===== config.mk =====
export PLATFORM = sky130hd
export DESIGN_NAME = bcd_to_binary
export DESIGN_NICKNAME = d
export VERILOG_FILES = /design/src/rtl/bcd_pkg.sv /design/src/rtl/bcd_digit_adjust.sv /design/src/rtl/bcd_to_binary.sv
export SDC_FILE = /design/constraint.sdc
export NUM_CORES = 1
export LEC_CHECK = 0
export CAP_MARGIN = 15
export CELL_PAD_IN_SITES_DETAIL_PLACEMENT = 1
export CELL_PAD_IN_SITES_GLOBAL_PLACEMENT = 1
export CORE_ASPECT_RATIO = 1.4
export CORE_MARGIN = 3
export CORE_UTILIZATION = 30
export CTS_CLUSTER_SIZE = 8
export DETAILED_ROUTE_END_ITERATION = 7
export DONT_BUFFER_PORTS = 1
export HOLD_SLACK_MARGIN = 0.05
export PLACE_DENSITY = 0.59
export SETUP_SLACK_MARGIN = 0.4
export SYNTH_ARGS = -nofsm -noshare
export SYNTH_HDL_FRONTEND = slang
export SYNTH_SLANG_ARGS = --single-unit

===== constraint.sdc =====
create_clock -name clk -period 1.5 [get_ports clk]
set_input_delay 0.225 -clock clk [delete_from_list [all_inputs] [get_ports clk]]
set_output_delay 0.225 -clock clk [all_outputs]
set_load 0.005 [all_outputs]

===== src/rtl/bcd_pkg.sv =====
// bcd_pkg: shared types and helpers for the BCD <-> binary converters.
// Rev 1.0
`default_nettype none

package bcd_pkg;

  typedef enum logic [1:0] {
    IDLE    = 2'd0,
    CONVERT = 2'd1,
    DONE    = 2'd2
  } state_t;

  localparam int BCD_NIBBLE_W  = 4;
  localparam int BCD_MAX_DIGIT = 9;

  function automatic logic is_bcd_digit(input logic [BCD_NIBBLE_W-1:0] d);
    return int'(d) <= BCD_MAX_DIGIT;
  endfunction

endpackage

`default_nettype wire


===== src/rtl/bcd_digit_adjust.sv =====
// bcd_digit_adjust: reverse double-dabble nibble correction (>= 8 -> -3).
// Rev 1.0
`default_nettype none

module bcd_digit_adjust
  import bcd_pkg::*;
(
  input  logic [BCD_NIBBLE_W-1:0] digit_in,
  output logic [BCD_NIBBLE_W-1:0] digit_out
);

  // A shifted digit of 8+ carries a half-ten from the next digit up; -3 restores BCD.
  assign digit_out = (digit_in >= 4'd8) ? (digit_in - 4'd3) : digit_in;

endmodule

`default_nettype wire


===== src/rtl/bcd_to_binary.sv =====
// bcd_to_binary: sequential packed-BCD to unsigned binary converter (reverse double-dabble).
// Rev 1.0
`default_nettype none

module bcd_to_binary
  import bcd_pkg::*;
#(
  parameter int DIGITS = 2,
  parameter int BIN_W  = 7
) (
  input  logic                         clk,
  input  logic                         rst,
  input  logic                         in_valid,
  output logic                         in_ready,
  input  logic [BCD_NIBBLE_W*DIGITS-1:0] bcd_in,
  output logic                         out_valid,
  input  logic                         out_ready,
  output logic [BIN_W-1:0]             bin_out,
  output logic                         err_digit,
  output logic                         ovf,
  output logic                         busy
);

  localparam int BCD_W = BCD_NIBBLE_W * DIGITS;
  localparam int SR_W  = BCD_W + BIN_W;
  localparam int CNT_W = $clog2(BIN_W + 1);

  state_t            state;
  state_t            state_nxt;
  logic [SR_W-1:0]   sr;
  logic [SR_W-1:0]   sr_shift;
  logic [BCD_W-1:0]  bcd_adj;
  logic [CNT_W-1:0]  cnt;
  logic              bad_digit;
  logic              last_iter;

  assign in_ready  = (state == IDLE);
  assign busy      = (state != IDLE);
  assign out_valid = (state == DONE);

  assign sr_shift  = sr >> 1;
  assign last_iter = (cnt == CNT_W'(BIN_W - 1));

  for (genvar i = 0; i < DIGITS; i++) begin : g_adj
    bcd_digit_adjust u_adj (
      .digit_in  (sr_shift[BIN_W + BCD_NIBBLE_W*i +: BCD_NIBBLE_W]),
      .digit_out (bcd_adj[BCD_NIBBLE_W*i +: BCD_NIBBLE_W])
    );
  end

  always_comb begin
    bad_digit = 1'b0;
    for (int i = 0; i < DIGITS; i++) begin
      if (!is_bcd_digit(bcd_in[BCD_NIBBLE_W*i +: BCD_NIBBLE_W])) bad_digit = 1'b1;
    end
  end

  always_comb begin
    state_nxt = state;
    case (state)
      IDLE:    if (in_valid) state_nxt = bad_digit ? DONE : CONVERT;
      CONVERT: if (last_iter) state_nxt = DONE;
      DONE:    if (out_ready) state_nxt = IDLE;
      default: state_nxt = IDLE;
    endcase
  end

  always_ff @(posedge clk) begin
    if (rst) state <= IDLE;
    else     state <= state_nxt;
  end

  always_ff @(posedge clk) begin
    if (rst) begin
      sr        <= '0;
      cnt       <= '0;
      bin_out   <= '0;
      err_digit <= 1'b0;
      ovf       <= 1'b0;
    end else begin
      case (state)
        IDLE: begin
          if (in_valid) begin
            if (bad_digit) begin
              bin_out   <= '0;
              err_digit <= 1'b1;
              ovf       <= 1'b0;
            end else begin
              sr  <= {bcd_in, {BIN_W{1'b0}}};
              cnt <= '0;
            end
          end
        end
        CONVERT: begin
          sr  <= {bcd_adj, sr_shift[BIN_W-1:0]};
          cnt <= cnt + CNT_W'(1);
          // Anything left in the BCD field after BIN_W shifts did not fit.
          if (last_iter) begin
            bin_out   <= sr_shift[BIN_W-1:0];
            ovf       <= |bcd_adj;
            err_digit <= 1'b0;
          end
        end
        default: ;
      endcase
    end
  end

endmodule

`default_nettype wire


# [Word level (Yosys, flattened, before mapping)]
# Index checks and enable logic that the tools add are counted.
[word_totals] ramBits=0 mem_count=0 reg_bits=29 mem_bits_ro=0 latchBits=0
[classes] reduce_logical=7 div_mod_pow=0 shift=0 mux=27 multipliers=0 addsub=3 magnitude_cmp=4 bitwise=0 eq_ne=8
[ops] op="$mux W15" n=2
[ops] op="$pmux W15 S2" n=1
[ops] op="$mux W7" n=3
[ops] op="$pmux W7 S2" n=1
[ops] op="$le A4 B4 Y1 const B" n=2
[ops] op="$mux W1" n=8
[ops] op="$mux W2" n=4
[ops] op="$mux W4" n=2
[ops] op="$reduce_or A8 Y1" n=1
[ops] op="$mux W3" n=2
[ops] op="$ne A2 B2 Y1 const B" n=3
[ops] op="$pmux W2 S3" n=1
[ops] op="$pmux W3 S2" n=1
[ops] op="$reduce_and A3 Y1" n=2
[ops] op="$ge A3 B4 Y1 const B" n=1
[ops] op="$ge A4 B4 Y1 const B" n=1
[ops] op="$ne A2 B1 Y1 const B" n=2
[ops] op="$pmux W1 S2" n=2
[ops] op="$reduce_and A4 Y1" n=1
[ops] op="$reduce_bool A2 Y1" n=2
[ops] op="$sub A3 B2 Y4 const B" n=1
[ops] op="$sub A4 B2 Y4 const B" n=1
[ops] op="$add A3 B1 Y3 const B" n=1
[ops] op="$eq A3 B3 Y1 const B" n=1
[ops] op="other kinds (3)" n=3

# [Logic depth before layout (Yosys ltp)]
[logic_depth] word_depth=6 mapped_depth=6 depth_no_buf=6

# [Cells and area by module]
# From an unflattened synthesis, not the netlist that was laid out.
[unflattened] cells_unflattened=163 hier_area_um2=1371.3
[by_module_without_submodules] module="bcd_to_binary" cells_each=141 n_inst=1 area_per_inst_um2=1218.7
[by_module_without_submodules] module="bcd_digit_adjust" cells_each=11 n_inst=2 area_per_inst_um2=76.3

# [Worst setup path after synthesis]
# No wires, ideal clock.
[synth_timing] path_kind="reg-to-reg" start="register sr[8]" end="register ovf" slack_ns=0.080 arrival_ns=1.288 setup_time_ns=0.133 path_buffers=0 stages_incl_launch_ff=7 cell_sequence="dfxtp_1 -> inv_1 -> ha_1 -> nand4b_1 -> o21a_1 -> o31ai_1 -> a31oi_1"
[synth_via] elab_chain_len=5 elab_cells_between_ends=6
[synth_lines] element="start: declaration" line_no="bcd_to_binary.sv:30" source="logic [SR_W-1:0] sr;"
[synth_lines] element="start signal: assignment" line_no="bcd_to_binary.sv:89" source="sr <= {bcd_in, {BIN_W{1'b0}}};"
[synth_lines] element="start signal: assignment" line_no="bcd_to_binary.sv:95" source="sr <= {bcd_adj, sr_shift[BIN_W-1:0]};"
[synth_lines] element="$sub A4 B2 Y4 / $ge A4 B4 Y1 (equally long branches)" line_no="bcd_digit_adjust.sv:13" source="assign digit_out = (digit_in >= 4'd8) ? (digit_in - 4'd3) : digit_in;"
[synth_lines] element="$mux W4 (*)" line_no="bcd_digit_adjust.sv:13"
[synth_lines] element="$reduce_or A8 Y1 (*)" line_no="bcd_to_binary.sv:100" source="ovf <= |bcd_adj;"
[synth_lines] element="$mux W1 (*)" line_no="bcd_to_binary.sv:98" source="if (last_iter) begin"
[synth_lines] element="$pmux W1 S2 (*)" line_no="bcd_to_binary.sv:81" source="case (state)"
[synth_lines] element="end signal: assignment" line_no="bcd_to_binary.sv:100"
[synth_lines] element="end: declaration" line_no="bcd_to_binary.sv:20" source="output logic ovf,"
# Mark *: on every way between the ends. The rest lies on a longest branch, timed or not. The select of a mux whose other input is x is not followed.
# A chain may end at the register's enable or synchronous reset.

# [Final worst setup path]
[layout_timing] start="register sr[9]" end="register ovf"
# The elaborated chain is that of the path after synthesis.

==> flow_metrics.py <==
metrics = {
    "finish": {
        "area_delta_synth_final_pct": 54.6,
        "drive_gt1_share_pct": 47.7,
        "fill_cells": 491,
        "nNetsFinal": 193,
        "multi_input_area_um2": 1080,
        "seqCellArea_um2": 578,
        "final_util_pct": 49.1,
        "n_antenna_cell": 0,
    },
    "clock_network": {
        "htreeDepth": 1,
        "clock_path_buffers": 2,
        "cts_buffers": 3,
        "cts_tree": "yes",
        "cts.sinks": 28,
        "clock_latency_ns": 0.28,
        "root_buffer": "clkbuf_8",
        "clk_pin_slew_ns": 0.10,
    },
    "power": {
        "p_leak_nw": 0.805,
        "powerDensity_nw_per_um2": 864,
        "total_power_w": 0.00183,
        "irDropWorstVdd_uv": 699,
    },
    "yosys": {
        "synthXorXnorAreaFrac_pct": 1.92,
        "ys.flop_type": "dfxtp_1",
        "synth_compound_area_share_pct": 24.8,
        "syn_area_um2": 1370,
        "yosys.area_share.simple_pct": 19.5,
        "synth_top_family_by_area": "compound AO/OA/AOI/OAI gates",
        "yosysSeqAreaShare_pct": 41.0,
        "netlist-cell-type-count": 39,
        "synth_adder_area_share_pct": 3.66,
        "ys_ff_latch": 28,
        "synthMuxAreaShare_pct": 4.39,
        "synth_nets": 171,
        "synth-edff-count": 0,
        "avgSynthCellArea_um2": 8.82,
        "netlist_instances": 155,
        "async_flop_share_pct": 0,
        "yosysWarnings": 0,
    },
    "timing": {
        "fin_crit_sh_pct": 88.7,
        "hold_viol": 13,
        "min_period_ns": 1.33,
        "tightest_slew_ns": 0.318,
        "finalMaxSlewViolations": 0,
        "grt_setup_unrepaired": "true",
        "final.setup_skew_ns": 0.00232,
        "finalSetupViolCount": 0,
        "slew_headroom_pct": 78.7,
        "fin_tns_setup_ns": 0,
        "hold_slack_ns": -0.0154,
        "fmax_ghz": 0.751,
    },
    "detailed_routing": {
        "wl_per_cell_um": 19.6,
        "dr.pass1.iters": 3,
        "vias_per_cell": 5.39,
        "postRouteWirelength_um": 4630,
        "drc_errors": 0,
        "drtAntennaViolNets": 0,
        "dr.first_iter.drc_count": 26,
        "num_vias": 1272,
    },
    "status": {
        "violations": "hold timing",
        "status": "finished, violations left",
    },
    "die": {
        "die_y_um": 85.9,
        "die_w_um": 63.1,
        "core_area_um2": 4310,
        "row_count": 28,
        "io_pins": 24,
        "start_util_pct": 31.7,
        "dieArea_um2": 5420,
    },
    "placement": {
        "portBuffers": 0,
        "dp_hpwl_um": 2820,
        "place_congestion": 0.691,
    },
    "hold_path": {
        "hold_path_class": "primary input to register",
    },
    "grt": {
        "grt-ovfl-total": 0,
        "first_global_vias": 1285,
        "antenna_found_initial": 0,
        "grt_max_degree": 29,
        "track_usage_pct": 15.2,
        "grt_pass1_wl_um": 6500,
    },
    "critical_path": {
        "cp.required_ns": 1.68,
        "crit_slowest_cell": "dfxtp_4",
        "endpoint_kind": "register",
        "crit_buf_inv": 1,
        "cpPeakStageDelay_ns": 0.38,
        "start_kind": "register",
        "crit_chain": "inv_2 > ha_4 > nand4b_1 > o21a_1 > o31ai_2 > a31oi_1",
        "critPathMaxFanout": 4,
        "path_class": "register to register",
        "critPathTopFamily": "compound AO/OA/AOI/OAI gates",
        "arrival_ns": 1.51,
    },
    "job": {
        "cap_violations": 0,
    },
}
==> area by class of cell <==
| cell class | instances | share of cell area (%) |
|---|---|---|
| multi-input combinational | 114 | 51.0 |
| sequential | 28 | 27.3 |
| timing repair buffer | 25 | 13.6 |
| tap | 60 | 3.55 |
| clock buffer | 3 | 1.95 |
| clock inverter | 1 | 1.42 |
| inverter | 5 | 1.12 |
==> sequential cells by signal, summed over array words and instances, names as in the netlist <==
register and cells:
ovf 1, err_digit 1, state 2, cnt 3, sr 14, bin_out 7
==> cells by family after synthesis <==
logic type / after synthesis
muxes: 6
buffers and inverters: 14
adders and majority gates: 4
AOI/OAI and AO/OA: 51
and+or+nand+nor: 49
xor gates and xnor gates: 3
DFF: 28
==> Yosys cell counts, types with 2 or more instances <==
master	n	area share, %
a211oi_1	8	4.4
nor2_1	12	3.3
a22oi_1	5	2.7
buf_2	4	1.5
nand3_1	9	3.3
ha_1	4	3.7
o211a_1	3	2.2
clkbuf_1	4	1.1
xor2_1	2	1.3
mux2i_1	6	4.4
nor2b_1	3	1.4
a21oi_1	15	5.5
a22o_1	2	1.3
nand2_1	10	2.7
dfxtp_1	28	41
o21ai_0	4	1.5
inv_1	4	1.1
a31oi_1	7	3.2
and2_1	5	2.3
==> metal layers <==
layer  up-vias  part of all wire, %  global-route usage, %
li1        611                    -                      -
met1       635                   38                   17.5
met2        20                   57                   28.7
met3         6                  3.9                   3.15
met4         0                  1.6                   3.01
met5         -                    0                      0
==> final timing paths <==
kind / from / to / slack [ns] / cells past startpoint
setup reg to reg: sr[9] / ovf / 0.17 / 6
hold reg to reg: sr[14] / sr[14] / 0.49 / 2
setup / recovery: sr[9] / ovf / 0.17 / 6
hold / removal: rst / cnt[0] / -0.02 / 1
==> through the flow <==
step                cells  area, um^2  setup slack (ns)
floorplan             155        1430             0.210
global placement      211        1500             0.138
detailed placement    211        1500            0.0825
CTS                   225        1700             0.135
global route          236        2110             0.101
finish                236        2110             0.169
==> power by group <==
part           switching (W)  total, W  internal [W]
registers          0.0000419  0.000819      0.000777
logic               0.000198  0.000394      0.000195
clock network       0.000256  0.000614      0.000358
==> what timing repair did <==
item	in CTS	in global routing
cloned	0	2
pin swaps	13	21
endpoints found under the setup margin	30	31
gates resized for setup	12	61
hold endpoints to repair	27	27
setup buffers	10	9
==> layout by cell type, fill, tap and decap left out, drive strengths merged, types with 2 or more instances in the layout <==
| master | n |
|---|---|
| mux2i | 6 |
| ha | 4 |
| a22o | 2 |
| nand4b | 3 |
| inv | 5 |
| a22oi | 5 |
| dfxtp | 28 |
| a211oi | 8 |
| nand2 | 10 |
| o21ai | 6 |
| and2 | 5 |
| buf | 24 |
| nor2 | 13 |
| xor2 | 2 |
| clkbuf | 4 |
| a21oi | 15 |
| nor2b | 3 |
| a31oi | 7 |
| o211a | 3 |
| nand3 | 10 |
Power figures use the tool's default switching activity.
